==> config.mk <==
export PLATFORM = sky130hd
export DESIGN_NAME = sevenseg_frame_reader
export DESIGN_NICKNAME = d
export VERILOG_FILES = /design/src/rtl/sevenseg_frame_reader.sv
export SDC_FILE = /design/constraint.sdc
export NUM_CORES = 1
export LEC_CHECK = 0
export ABC_CLOCK_PERIOD_IN_PS = 3500
export BUFFER_PORTS_ARGS = -buffer_cell sky130_fd_sc_hd__buf_4
export CAP_MARGIN = 25
export CORE_MARGIN = 5
export CORE_UTILIZATION = 30
export CTS_BUF_LIST = sky130_fd_sc_hd__clkbuf_8
export DETAILED_ROUTE_END_ITERATION = 10
export MAX_ROUTING_LAYER = met4
export PLACE_DENSITY_LB_ADDON = 0.1
export SLEW_MARGIN = 25
export SYNTH_ARGS = -nofsm -noshare
export SYNTH_HDL_FRONTEND = slang
export SYNTH_SLANG_ARGS = --single-unit
export TNS_END_PERCENT = 1
==> constraint.sdc <==
create_clock -name clk -period 3.5 [get_ports clk]
set_input_delay 0.7 -clock clk [delete_from_list [all_inputs] [get_ports clk]]
set_output_delay 0.7 -clock clk [all_outputs]
set_load 0.005 [all_outputs]
==> src/rtl/sevenseg_frame_reader.sv <==
// Recovers the hex value shown on a scanned 7-segment bus; each {an,seg} must hold STABLE edges to count.
// Outputs registered: frame result appears the cycle after the last digit's capture edge; no backpressure.
module sevenseg_frame_reader #(
  parameter int NDIG   = 4,
  parameter int STABLE = 4
) (
  input  logic                 clk,
  input  logic                 rst,
  input  logic [6:0]           seg,
  input  logic [NDIG-1:0]      an,
  output logic [4*NDIG-1:0]    value,
  output logic [NDIG-1:0]      blank,
  output logic [NDIG-1:0]      invalid,
  output logic                 frame_valid,
  output logic                 frame_err
);

  localparam int SW = NDIG + 7;
  localparam int EW = $clog2(NDIG);

  typedef enum logic {IDLE, COLLECT} state_t;

  state_t              state_q, state_d;
  logic [SW-1:0]       s_q, s_d;
  logic [7:0]          cnt_q, cnt_d;
  logic [EW-1:0]       exp_q, exp_d;
  logic [4*NDIG-1:0]   nib_q, nib_d;
  logic [NDIG-1:0]     blk_q, blk_d;
  logic [NDIG-1:0]     inv_q, inv_d;
  logic [4*NDIG-1:0]   value_q, value_d;
  logic [NDIG-1:0]     blank_q, blank_d;
  logic [NDIG-1:0]     invalid_q, invalid_d;
  logic                fv_q, fv_d;
  logic                fe_q, fe_d;

  logic [SW-1:0]       cur;
  logic                capture;
  logic                multi;
  logic [EW-1:0]       dig_idx;
  logic [5:0]          dec;

  // Returns {invalid, blank, nibble}.
  function automatic logic [5:0] decode(input logic [6:0] p);
    case (p)
      7'h3F: return 6'h00;
      7'h06: return 6'h01;
      7'h5B: return 6'h02;
      7'h4F: return 6'h03;
      7'h66: return 6'h04;
      7'h6D: return 6'h05;
      7'h7D: return 6'h06;
      7'h07: return 6'h07;
      7'h7F: return 6'h08;
      7'h6F: return 6'h09;
      7'h77: return 6'h0A;
      7'h7C: return 6'h0B;
      7'h39: return 6'h0C;
      7'h5E: return 6'h0D;
      7'h79: return 6'h0E;
      7'h71: return 6'h0F;
      7'h00: return 6'b010000;
      default: return 6'b100000;
    endcase
  endfunction

  always_comb begin
    cur     = {an, seg};
    capture = (cur == s_q) && (cnt_q == 8'(STABLE - 1));
    multi   = (an & (an - NDIG'(1))) != '0;
    dec     = decode(seg);
    dig_idx = '0;
    for (int i = 0; i < NDIG; i++) begin
      if (an[i]) dig_idx = EW'(i);
    end
  end

  always_comb begin
    s_d       = s_q;
    cnt_d     = cnt_q;
    state_d   = state_q;
    exp_d     = exp_q;
    nib_d     = nib_q;
    blk_d     = blk_q;
    inv_d     = inv_q;
    value_d   = value_q;
    blank_d   = blank_q;
    invalid_d = invalid_q;
    fv_d      = 1'b0;
    fe_d      = 1'b0;

    if (cur == s_q) begin
      if (cnt_q != 8'(STABLE)) cnt_d = cnt_q + 8'd1;
    end else begin
      s_d   = cur;
      cnt_d = 8'd1;
    end

    // an==0 captures are inter-digit blanking and fall through untouched.
    if (capture && (an != '0)) begin
      if (multi) begin
        fe_d    = 1'b1;
        nib_d   = '0;
        blk_d   = '0;
        inv_d   = '0;
        exp_d   = '0;
        state_d = IDLE;
      end else if (dig_idx == '0) begin
        nib_d        = '0;
        blk_d        = '0;
        inv_d        = '0;
        nib_d[3:0]   = dec[3:0];
        blk_d[0]     = dec[4];
        inv_d[0]     = dec[5];
        exp_d        = EW'(1);
        state_d      = COLLECT;
      end else if (state_q == COLLECT && dig_idx == exp_q) begin
        nib_d[4*dig_idx +: 4] = dec[3:0];
        blk_d[dig_idx]        = dec[4];
        inv_d[dig_idx]        = dec[5];
        if (exp_q == EW'(NDIG - 1)) begin
          value_d   = nib_d;
          blank_d   = blk_d;
          invalid_d = inv_d;
          fv_d      = 1'b1;
          nib_d     = '0;
          blk_d     = '0;
          inv_d     = '0;
          exp_d     = '0;
          state_d   = IDLE;
        end else begin
          exp_d = exp_q + EW'(1);
        end
      end else if (state_q == COLLECT) begin
        fe_d    = 1'b1;
        nib_d   = '0;
        blk_d   = '0;
        inv_d   = '0;
        exp_d   = '0;
        state_d = IDLE;
      end
    end
  end

  always_ff @(posedge clk) begin
    if (rst) begin
      state_q   <= IDLE;
      s_q       <= '0;
      cnt_q     <= '0;
      exp_q     <= '0;
      nib_q     <= '0;
      blk_q     <= '0;
      inv_q     <= '0;
      value_q   <= '0;
      blank_q   <= '0;
      invalid_q <= '0;
      fv_q      <= 1'b0;
      fe_q      <= 1'b0;
    end else begin
      state_q   <= state_d;
      s_q       <= s_d;
      cnt_q     <= cnt_d;
      exp_q     <= exp_d;
      nib_q     <= nib_d;
      blk_q     <= blk_d;
      inv_q     <= inv_d;
      value_q   <= value_d;
      blank_q   <= blank_d;
      invalid_q <= invalid_d;
      fv_q      <= fv_d;
      fe_q      <= fe_d;
    end
  end

  assign value       = value_q;
  assign blank       = blank_q;
  assign invalid     = invalid_q;
  assign frame_valid = fv_q;
  assign frame_err   = fe_q;

endmodule
==> After elaboration in Yosys (flattened, before gate mapping) <==
Index checks and enable logic that the tools add are counted.
Widths: inputs -> output; s select.
{ "word_totals": {"reg_bits": 72, "latch_bits": 0, "ram_bits": 0, "mem_bits_ro": 0, "inputBits": 13, "out_inout_bits": 26, "elab_cells": 104, "mem_count": 0} }
{ "op_classes": {"n_addsub": 4, "multipliers": 0, "div_mod_pow": 0, "order_cmp": 2, "eq_ne": 23, "shifts": 2, "muxes": 39, "bitwise": 6, "n_reduce_logical": 15} }
{ "ops": {"columns": ["op", "count"], "rows": [
  ["$pmux 6 s17", 1],
  ["$eq 7x7->1 const B", 12],
  ["$mux 16", 5],
  ["$mux 4", 9],
  ["$neg 4->34", 1],
  ["$shift 4x34->16 const A", 1],
  ["$shiftx 4x34->16", 1],
  ["$bwmux 16", 1],
  ["$eq 7x3->1 const B", 2],
  ["$eq 7x6->1 const B", 2],
  ["$mux 2", 7],
  ["$mux 1", 13],
  ["$reduce_bool 4->1", 3],
  ["$eq 11x11->1", 1],
  ["$add 8x1->8 const B", 1],
  ["$bwmux 4", 2],
  ["$eq 8x2->1 const B", 1],
  ["$ne 8x3->1 const B", 1],
  ["$logic_not 7->1", 1],
  ["$not 1->1", 5],
  ["$reduce_and 5->1", 1],
  ["$reduce_or 5->1", 1],
  ["$and 4x4->4", 1],
  ["$logic_and 1x1->1", 4],
  ["other kinds (12)", 14]
]} }

==> Depth between registers and ports, before layout <==
Gate-level depths: netlist (run 1).
{ "logic_depth": {"ltp_word": 12, "mapped_depth": 11, "depth_no_buf": 9} }

==> Least setup slack after synthesis (run 1) <==
Ideal clock, no wire load.
{ "synth_timing": {"path_kind": "input-to-reg", "from": "input an[1]", "to": "register nib_q[10]", "arrival_ns": 2.833, "slack_ns": 0.608, "stages": 11, "path_buffers": 2, "cell_sequence": "clkbuf_1 > nor2b_1 > nor2_1 > ha_1 > clkbuf_1 > nor2b_1 > nand2_1 > a211oi_2 > nand3_1 > nor2b_1 > a22o_1"} }
{ "synth_via": {"elab_chain_len": 10} }
{ "synth_lines": {"columns": ["item", "line_no", "text"], "rows": [
  ["start, declared", "10", "input logic [NDIG-1:0] an,"],
  ["$mux 1", "73", "if (an[i]) dig_idx = EW'(i);"],
  ["$mux 2 (2 in a row)", "73", null],
  ["$neg 4->34", "117", "nib_d[4*dig_idx +: 4] = dec[3:0];"],
  ["$shiftx 4x34->16 or $shift 4x34->16 (tied branches)", "117", null],
  ["$bwmux 16", "117", null],
  ["$mux 16", "120", "if (exp_q == EW'(NDIG - 1)) begin"],
  ["$mux 16", "116", "end else if (state_q == COLLECT && dig_idx == exp_q) begin"],
  ["$mux 16", "107", "end else if (dig_idx == '0) begin"],
  ["$mux 16", "100", "if (multi) begin"],
  ["end signal, assigned", "163", "nib_q <= nib_d;"],
  ["end, declared", "27", "logic [4*NDIG-1:0] nib_q, nib_d;"]
]} }
Several ways; a longest one is shown, not always the timed one.
A chain may end at the register's enable or synchronous reset.

==> Worst setup path after layout (run 1) <==
{ "layout_timing": {"from": "input an[1]", "to": "register nib_q[6]"} }
The elaborated chain is that of the path after synthesis.

==> results of run 1 <==
==> registers in the layout, indices dropped and copies added (netlist names), 2 cells and up <==
signal / count
blk_q: 4
s_q: 11
value: 16
blank: 4
exp_q: 2
cnt_q: 8
nib_q: 16
inv_q: 4
invalid: 4
==> power groups by stage <==
stage	clock network [mW]	registers [mW]	logic [mW]
4_1_cts	0.695	0.830	0.142
3_3_place_gp	0	0.849	0.142
2_1_floorplan	0	0.848	0.0929
3_5_place_dp	0	0.849	0.141
6_report	0.668	0.830	0.140
5_1_grt	0.730	0.831	0.156
==> worst max-delay path, delay by kind of cell <==
| kind | cells | cell delay [ns] |
|---|---|---|
| compound gates | 2 | 0.62 |
| simple gates | 6 | 1.37 |
| fa+ha+maj | 1 | 0.35 |
| buf+inv | 1 | 0.12 |
==> cell type report <==
class,instances,area [sq um]
fill,1244,7710
multi-input combinational,305,2020
sequential,72,1440
timing repair buffer,45,350
tap,147,184
clock buffer,10,138
clock inverter,6,60.1
inverter,13,48.8
==> final timing paths <==
kind / to / start / cells after the start / slack, ns
setup / recovery: nib_q[6] / an[1] / 10 / 0.63
hold / removal: nib_q[8] / nib_q[8] / 2 / 0.45
setup reg to reg: value[9] / cnt_q[3] / 7 / 0.94
hold reg to reg: nib_q[8] / nib_q[8] / 2 / 0.45
==> per-layer routing <==
| layer | wire, microns | up-vias | GRT usage (%) |
|---|---|---|---|
| met5 | 0 | - | - |
| met4 | 82 | 0 | 3.01 |
| met3 | 361 | 9 | 3.55 |
| met2 | 4270 | 50 | 21.1 |
| met1 | 4790 | 1405 | 19.3 |
| li1 | - | 1547 | - |
==> kinds of logic (layout without fill, tap and decap cells) <==
| family | after synthesis | after routing | synth area share, % |
|---|---|---|---|
| AND/OR/NAND/NOR | 154 | 154 | 23.4 |
| AO/OA/AOI/OAI | 110 | 110 | 21.0 |
| flip-flops | 72 | 72 | 39.6 |
| buffers and inverters | 37 | 74 | 4.88 |
| XOR/XNOR | 20 | 20 | 4.81 |
| multiplexers | 12 | 12 | 3.30 |
| adder cells (fa/ha/maj) | 9 | 9 | 3.02 |
==> per-stage QoR <==
step	utilization [%]	cell area [sq um]	hold WS [ns]	setup WS (ns)
CTS	35.5	4250	0.455	0.632
floorplan	-	3640	0.427	0.608
detailed placement	33.8	4050	0.443	0.278
finish	35.5	4250	0.449	0.628
global placement	33.8	4050	0.434	0.345
global route	35.5	4250	0.487	0.266
==> cells in the mapped netlist, drive strengths merged (9+ instances only) <==
cell    instances
nand2b         13
clkbuf         16
nand2          19
mux2i          12
nand3          14
nor2b          22
a211oi          9
xor2           17
nor2           40
a22o           13
o21ai          23
dfxtp          72
inv            13
nor3           10
a21oi          28
==> placed cells by master, fill, tap and decap left out, types with 8 or more instances in the layout <==
master,n
a211oi_2,9
a21oi_1,28
a22o_1,13
buf_4,44
clkbuf_8,10
dfxtp_1,72
ha_1,8
inv_1,14
mux2i_1,12
nand2_1,19
nand2b_1,13
nand3_1,14
nor2_1,39
nor2b_1,22
nor3_1,9
o21ai_0,23
xor2_1,17
==> results.py, run 1 <==
metrics = {
    "cts": {
        "cts_hold_buf": 0,
        "cts_buffers": 9,
        "post-cts-setup-buffers": 0,
        "clkLatencyLatePin_ns": 0.35,
        "path_clk_slew_ns": 0.08,
        "cts_resized": 0,
        "clock_sinks": 72,
        "cts_buffer_depth": 2,
        "cts_tree": "done",
        "root_buffer": "clkbuf_8",
        "htreeDepth": 3,
    },
    "worst_setup_path": {
        "crit_required_ns": 3.80,
        "crit_chain": "buf_4 > nor2b_1 > nor2_1 > ha_1 > nor2b_1 > nand2_1 > a211oi_2 > nand3_1 > nor2b_1 > a22o_1",
        "critPathCaptureType": "register",
        "critical_path_class": "in2reg",
        "max_stage_delay_ns": 0.44,
        "critical_path.slowest_cell": "a211oi_2",
        "arrival_ns": 3.17,
        "start_kind": "primary input",
        "critPathMostFrequentCell": "nor2b_1",
        "crit_path_max_fanout": 9,
    },
    "pwr": {
        "powerDensity_mw_per_mm2": 386,
        "switching_share_pct": 25.4,
        "power_frac_clock_pct": 40.8,
        "pwr-share-seq_pct": 50.7,
        "p_switching_uw": 416,
        "power_mw": 1.64,
        "internal_power_mw": 1.22,
        "leakage_nw": 1.56,
        "pwr-share-comb_pct": 8.6,
        "vdd_ir_drop_max_v": 0.000212,
    },
    "timing": {
        "slew_headroom_pct": 46.1,
        "period_share_pct": 82.1,
        "tns_ns": 0,
        "drv_slew": 0,
        "layout_min_cycle_time_ns": 2.87,
        "rsz0062_at_grt": "no",
        "max_clock_freq_ghz": 0.348,
        "hold_viol_final": 0,
        "worstMarginPinSlew_ns": 0.800,
        "finalClockSkew_ns": 0.0138,
        "setup_violations": 0,
    },
    "cells_and_area": {
        "nNetsFinal": 467,
        "n_antenna_cell": 0,
        "drive_gt1_share_pct": 18.0,
        "synthToLayoutAreaGrowth_pct": 16.6,
        "finalNonFillerCells": 598,
    },
    "synth": {
        "ys_ff_latch": 72,
        "synthArstFlopShare_pct": 0,
        "synth_cell_types": 59,
        "synth_edf_count": 0,
        "synth.top_cell.area_share_pct": 39.6,
        "ys_top_cells_by_area": "dfxtp_1, xor2_1, nor2_1",
        "synth_warnings": 0,
        "synthFlopType": "dfxtp_1",
        "ys_seq_area_share_pct": 39.6,
        "synth.largest_area_cell": "dfxtp_1",
        "synth_area_sq_mm": 0.00364,
        "synth_nets": 435,
        "netlist_instances": 414,
        "synth_area_per_cell_sq_um": 8.80,
    },
    "floorplanning": {
        "io-pin-count": 39,
        "dieArea_sq_mm": 0.0144,
        "rows": 40,
        "die_width_microns": 120,
        "die-height_microns": 120,
        "core_area_sq_mm": 0.0120,
        "start_util_pct": 30.5,
    },
    "routing": {
        "drc": 0,
        "drt-vias-per-instance": 5.04,
        "drt_iter0_drc": 119,
        "vias": 3011,
        "antenna_left": 0,
        "drt-total-wl_microns": 9500,
        "detail_route.wl_per_cell_microns": 15.9,
        "dr.pass1.iters": 4,
    },
    "flow_run": {
        "maxCapViolations": 0,
    },
    "global_route": {
        "grt_max_degree": 43,
        "grt-ovfl-total": 0,
        "antenna_found_initial": 0,
        "grt_pass1_vias": 2949,
        "gr-usage-all-layers_pct": 14.1,
        "grt_pass1_wl_microns": 15800,
    },
    "place": {
        "place_congestion": 0.808,
        "place_hpwl_microns": 6690,
        "io_buffer_count": 38,
        "placed_cells": 582,
    },
    "run_status": {
        "status": "finished, final reports clean",
    },
    "hold_path": {
        "hp-class": "reg2reg",
    },
}
Note: power is estimated with default switching activity, not from simulation.
==> inputs of run 2 (changes only) <==
--- a/config.mk
+++ b/config.mk
@@ -5,7 +5,7 @@
 export SDC_FILE = /design/constraint.sdc
 export NUM_CORES = 1
 export LEC_CHECK = 0
-export ABC_CLOCK_PERIOD_IN_PS = 3500
+export ABC_CLOCK_PERIOD_IN_PS = 2850
 export BUFFER_PORTS_ARGS = -buffer_cell sky130_fd_sc_hd__buf_4
 export CAP_MARGIN = 25
 export CORE_MARGIN = 5
==> constraint.sdc (replaced) <==
create_clock -name clk -period 2.85 [get_ports clk]
set_input_delay 0.57 -clock clk [delete_from_list [all_inputs] [get_ports clk]]
set_output_delay 0.57 -clock clk [all_outputs]
set_load 0.005 [all_outputs]
==> run 2 against run 1 <==
Clock-buffer cell count is 1 higher. First-iteration DRC count is 48% higher. Final cell count is 3.7% higher. Flip-flop and latch count stayed put. Via count is 3.0% higher. Sequential share of layout area is 1.2 points lower. Die area stayed put. Largest cell class unchanged.
==> results.py, run 2 (synthesized netlist as in run 1, its figures left out) <==
metrics = {
    "global_route": {
        "antenna_found_initial": 0,
        "grt_pass1_vias": 3142,
        "grt_pass1_wl_microns": 16600,
        "grt_max_degree": 30,
        "grt-ovfl-total": 0,
        "gr-usage-all-layers_pct": 14.8,
    },
    "timing": {
        "slew_headroom_pct": 58.8,
        "worstMarginPinSlew_ns": 0.610,
        "drv_slew": 0,
        "setup_violations": 0,
        "max_clock_freq_ghz": 0.404,
        "period_share_pct": 86.8,
        "finalClockSkew_ns": 0.0130,
        "hold_slack_ns": 0.448,
        "hold_viol_final": 0,
        "tns_ns": 0,
        "rsz0062_at_grt": "no",
        "layout_min_cycle_time_ns": 2.47,
    },
    "routing": {
        "dr.pass1.iters": 4,
        "drt_iter0_drc": 176,
        "detail_route.wl_per_cell_microns": 15.9,
        "antenna_left": 0,
        "drc": 0,
        "drt-total-wl_microns": 9860,
        "drt-vias-per-instance": 5.00,
        "vias": 3102,
    },
    "floorplanning": {
        "dieArea_sq_mm": 0.0144,
        "die_width_microns": 120,
        "core_area_sq_mm": 0.0120,
        "start_util_pct": 30.5,
        "io-pin-count": 39,
        "rows": 40,
        "die-height_microns": 120,
    },
    "cells_and_area": {
        "nNetsFinal": 489,
        "final_common_cell": "dfxtp_1",
        "synthToLayoutAreaGrowth_pct": 20.9,
        "n_antenna_cell": 0,
        "mostFrequentLayoutCells": "dfxtp_1, buf_4, nor2_1, a21oi_1, o21ai_0",
        "drive_gt1_share_pct": 22.0,
        "layout.core_utilization_pct": 36.8,
    },
    "worst_setup_path": {
        "r2r-start": "cnt_q[3]",
        "start_kind": "register",
        "critical_path_class": "reg2reg",
        "ff2ff_path_depth": 8,
        "crit_path_max_fanout": 18,
        "worstSetupEndpoint": "value[15]",
        "arrival_ns": 2.76,
        "critPathCaptureType": "register",
        "rrSetupSlack_ns": 0.38,
        "r2r-end": "value[15]",
        "crit_required_ns": 3.14,
        "critPathLaunch": "cnt_q[3]",
    },
    "cts": {
        "post-cts-setup-buffers": 0,
        "root_buffer": "clkbuf_8",
        "cts_tree": "done",
        "clkLatencyLatePin_ns": 0.36,
        "cts_buffers": 9,
        "path_clk_slew_ns": 0.08,
        "cts_buffer_depth": 2,
        "clock_sinks": 72,
        "htreeDepth": 3,
        "cts_resized": 0,
        "cts_hold_buf": 0,
    },
    "place": {
        "io_buffer_count": 38,
        "place_congestion": 0.796,
        "place_hpwl_microns": 7150,
    },
    "pwr": {
        "pwr-share-seq_pct": 51.3,
        "p_switching_uw": 528,
        "vdd_ir_drop_max_v": 0.000336,
        "powerDensity_mw_per_mm2": 450,
        "leakage_nw": 1.66,
        "switching_share_pct": 26.6,
        "power_frac_clock_pct": 39.2,
        "pwr-share-comb_pct": 9.5,
        "internal_power_mw": 1.46,
    },
    "run_status": {
        "status": "finished, final reports clean",
    },
    "hold_path": {
        "hp-class": "reg2reg",
    },
    "flow_run": {
        "maxCapViolations": 0,
    },
}
run 2: cell count changes in the layout (fill, tap and decap cells not counted):
| cell | change |
|---|---|
| buf_4 | +22 |
| clkinv_2 | -2 |
| clkinv_4 | +2 |
| bufinv_16 | -1 |
| clkbuf_8 | +1 |
| clkinvlp_4 | +1 |
| inv_1 | -1 |
run 2: power groups by stage:
stage | Sequential, mW | Clock, mW | Combinational, mW
detailed placement | 1.04 | 0 | 0.190
CTS | 1.02 | 0.818 | 0.191
global route | 1.02 | 0.858 | 0.210
global placement | 1.04 | 0 | 0.190
floorplan | 1.04 | 0 | 0.114
finish | 1.02 | 0.778 | 0.189
run 2: area by class of cell:
type                            count  area (sq um)
Fill cell                        1276          7550
Multi-Input combinational cell    305          2020
Sequential cell                    72          1440
Timing Repair Buffer               67           515
Tap cell                          147           184
Clock buffer                       11           151
Inverter                           13          48.8
Clock inverter                      5          41.3
run 2: worst min-delay path by stage:
stage | from | endpoint | slack, ns | cells past startpoint
global placement | nib_q[4] | nib_q[4] | 0.43 | 2
floorplan | nib_q[12] | nib_q[12] | 0.43 | 2
finish | nib_q[4] | nib_q[4] | 0.45 | 2
detailed placement | nib_q[4] | nib_q[4] | 0.44 | 2
CTS | nib_q[4] | nib_q[4] | 0.45 | 2
global route | nib_q[13] | nib_q[13] | 0.48 | 1
run 2: routing by layer:
metal	vias to the layer above	routed length [microns]	track usage, %	part of all wire [%]
met2	57	4310	21.9	44
met3	13	345	3.41	3.5
li1	1586	-	-	-
met1	1446	5050	20.2	51
met4	0	157	4.22	1.6
met5	-	0	-	0
run 2: critical path, cell delays in order, from the launching register on:
cell      delay (ns)
dfxtp_1         0.34
or4_1           0.57
nor4_2          0.36
and4_1          0.29
and3_1          0.22
buf_12          0.17
buf_4           0.21
nor2_1          0.07
a211oi_2        0.17
run 2: metrics by stage:
stage	instances	cell area [sq um]	power [mW]	setup slack [ns]
2_1_floorplan	414	3640	1.16	0.0877
4_1_cts	620	4410	2.03	0.340
6_report	620	4410	1.99	0.375
3_3_place_gp	604	4210	1.23	0.111
3_5_place_dp	604	4210	1.23	0.0894
5_1_grt	620	4410	2.09	0.177
==> inputs of run 3 (changes only) <==
--- a/config.mk
+++ b/config.mk
@@ -5,9 +5,10 @@
 export SDC_FILE = /design/constraint.sdc
 export NUM_CORES = 1
 export LEC_CHECK = 0
-export ABC_CLOCK_PERIOD_IN_PS = 2850
+export ABC_CLOCK_PERIOD_IN_PS = 2800
 export BUFFER_PORTS_ARGS = -buffer_cell sky130_fd_sc_hd__buf_4
 export CAP_MARGIN = 25
+export CORE_ASPECT_RATIO = 0.5
 export CORE_MARGIN = 5
 export CORE_UTILIZATION = 30
 export CTS_BUF_LIST = sky130_fd_sc_hd__clkbuf_8
==> constraint.sdc (replaced) <==
create_clock -name clk -period 2.8 [get_ports clk]
set_input_delay 0.56 -clock clk [delete_from_list [all_inputs] [get_ports clk]]
set_output_delay 0.56 -clock clk [all_outputs]
set_load 0.005 [all_outputs]
==> run 3 against run 2 <==
Non-clock buffer count increased by 7. Core utilization increased by 1.3 points. Final cell count rose by 4.0%. Clock-buffer cell count shrank 2. Design area is 2.6% higher. Setup slack got worse by 0.14 ns. First-iteration DRC count is 6.3% lower. Flip-flop and latch count stayed put. Register-to-register slack lost 0.14 ns. Global-route usage is 0.16 points lower.
==> results.py, run 3 (synthesized netlist as in run 1, its figures left out) <==
metrics = {
    "pwr": {
        "vdd_ir_drop_max_v": 0.000194,
        "internal_power_mw": 1.71,
        "switching_share_pct": 23.9,
        "pwr-share-comb_pct": 8.8,
        "powerDensity_mw_per_mm2": 496,
        "leakage_nw": 1.72,
        "p_switching_uw": 537,
        "power_frac_clock_pct": 45.1,
        "pwr-share-seq_pct": 46.2,
    },
    "worst_setup_path": {
        "arrival_ns": 2.85,
        "critPathCaptureType": "register",
        "start_kind": "register",
        "ff2ff_path_depth": 7,
        "crit_required_ns": 3.08,
        "rrSetupSlack_ns": 0.23,
        "r2r-start": "cnt_q[3]",
        "critical_path_class": "reg2reg",
        "r2r-end": "blank[2]",
        "crit_path_max_fanout": 14,
    },
    "cts": {
        "cts_hold_buf": 0,
        "cts_resized": 0,
        "cts_buffer_depth": 2,
        "root_buffer": "clkbuf_8",
        "clock_sinks": 72,
        "clkLatencyLatePin_ns": 0.36,
        "htreeDepth": 3,
        "path_clk_slew_ns": 0.08,
        "cts_tree": "done",
        "post-cts-setup-buffers": 0,
        "cts_buffers": 9,
    },
    "cells_and_area": {
        "nNetsFinal": 496,
        "mostFrequentLayoutCells": "buf_4, dfxtp_1, nor2_1, a21oi_1, o21ai_0",
        "synthToLayoutAreaGrowth_pct": 24.1,
        "n_antenna_cell": 0,
        "drive_gt1_share_pct": 23.3,
        "design_area_sq_mm": 0.00452,
        "final_common_cell": "buf_4",
    },
    "global_route": {
        "grt_pass1_vias": 3044,
        "grt_max_degree": 30,
        "grt_pass1_wl_microns": 16300,
        "gr-usage-all-layers_pct": 14.6,
        "antenna_found_initial": 0,
        "grt-ovfl-total": 0,
    },
    "timing": {
        "tns_ns": 0,
        "finalClockSkew_ns": 0.0122,
        "worstMarginPinSlew_ns": 0.691,
        "layout_min_cycle_time_ns": 2.57,
        "drv_slew": 0,
        "rsz0062_at_grt": "no",
        "setup_violations": 0,
        "period_share_pct": 91.7,
        "hold_viol_final": 0,
        "max_clock_freq_ghz": 0.390,
        "slew_headroom_pct": 53.4,
    },
    "hold_path": {
        "hp-start": "nib_q[4]",
        "holdPathStages": 2,
        "hold-path-endpoint": "nib_q[4]",
        "hp-class": "reg2reg",
    },
    "floorplanning": {
        "die-height_microns": 87.9,
        "core_area_sq_mm": 0.0118,
        "dieArea_sq_mm": 0.0146,
        "rows": 28,
        "start_util_pct": 30.8,
        "io-pin-count": 39,
        "die_width_microns": 166,
    },
    "place": {
        "placed_cell_area_sq_mm": 0.00428,
        "io_buffer_count": 38,
        "place_congestion": 0.795,
        "place_hpwl_microns": 7380,
    },
    "routing": {
        "drt-total-wl_microns": 9860,
        "vias": 3146,
        "dr.pass1.iters": 4,
        "drc": 0,
        "drt-vias-per-instance": 4.88,
        "drt_iter0_drc": 165,
        "detail_route.wl_per_cell_microns": 15.3,
        "antenna_left": 0,
    },
    "run_status": {
        "status": "finished, final reports clean",
    },
    "flow_run": {
        "maxCapViolations": 0,
    },
}
==> run 3: changes by cell type in the layout (fill, tap and decap cells not counted), sizes merged <==
cell / change
inv: +3
clkinvlp: -1
bufinv: +3
buf: +7
clkinv: -3
clkbuf: -2
==> run 3: area by class of cell <==
cell class | instances | area [sq um]
timing repair buffer | 74 | 556
multi-input combinational | 305 | 2030
fill | 1230 | 7320
tap | 165 | 206
inverter | 13 | 48.8
clock buffer | 9 | 124
clock inverter | 7 | 119
sequential | 72 | 1440
==> run 3: worst max-delay path: stages, from the launching register on <==
cell and delay (ns):
dfxtp_1 0.34, or4_1 0.58, nor4_2 0.34, and4_2 0.37, and3_2 0.35, buf_4 0.25
nor2_1 0.07, a211oi_2 0.19
==> run 3: routing by layer <==
| metal | wire, microns | part of all wire, % | global-route usage (%) |
|---|---|---|---|
| met1 | 5430 | 55 | 21.1 |
| met2 | 3990 | 40 | 20.0 |
| met3 | 374 | 3.8 | 3.92 |
| met4 | 59 | 0.60 | 3.59 |
| met5 | 0 | 0 | - |
==> run 3: worst max path at each step <==
stage | startpoint | end | slack [ns] | cells past startpoint
finish | cnt_q[3] | blank[2] | 0.23 | 7
detailed placement | an[3] | blank[1] | 0.03 | 10
CTS | cnt_q[3] | blank[2] | 0.19 | 7
floorplan | an[1] | nib_q[10] | 0.05 | 11
global placement | an[2] | inv_q[3] | 0.07 | 10
global route | cnt_q[3] | blank[2] | 0.04 | 7
==> run 3: through the flow <==
stage / std cells / hold slack (ns) / setup WS, ns / power (mW) / util, %
6_report: 645 / 0.456 / 0.233 / 2.24 / 38.2
5_1_grt: 645 / 0.484 / 0.0393 / 2.35 / 38.2
4_1_cts: 645 / 0.460 / 0.185 / 2.28 / 38.2
3_5_place_dp: 629 / 0.449 / 0.0346 / 1.26 / 36.1
3_3_place_gp: 629 / 0.437 / 0.0725 / 1.26 / 36.1
2_1_floorplan: 414 / 0.427 / 0.0477 / 1.18 / -
==> run 3: power groups by stage <==
| stage | logic (mW) | clock network [mW] | registers [mW] |
|---|---|---|---|
| after global routing | 0.217 | 1.09 | 1.04 |
| after CTS | 0.198 | 1.05 | 1.04 |
| after global placement | 0.198 | 0 | 1.06 |
| after detailed placement | 0.197 | 0 | 1.06 |
| after floorplan | 0.116 | 0 | 1.06 |
| final | 0.196 | 1.01 | 1.04 |
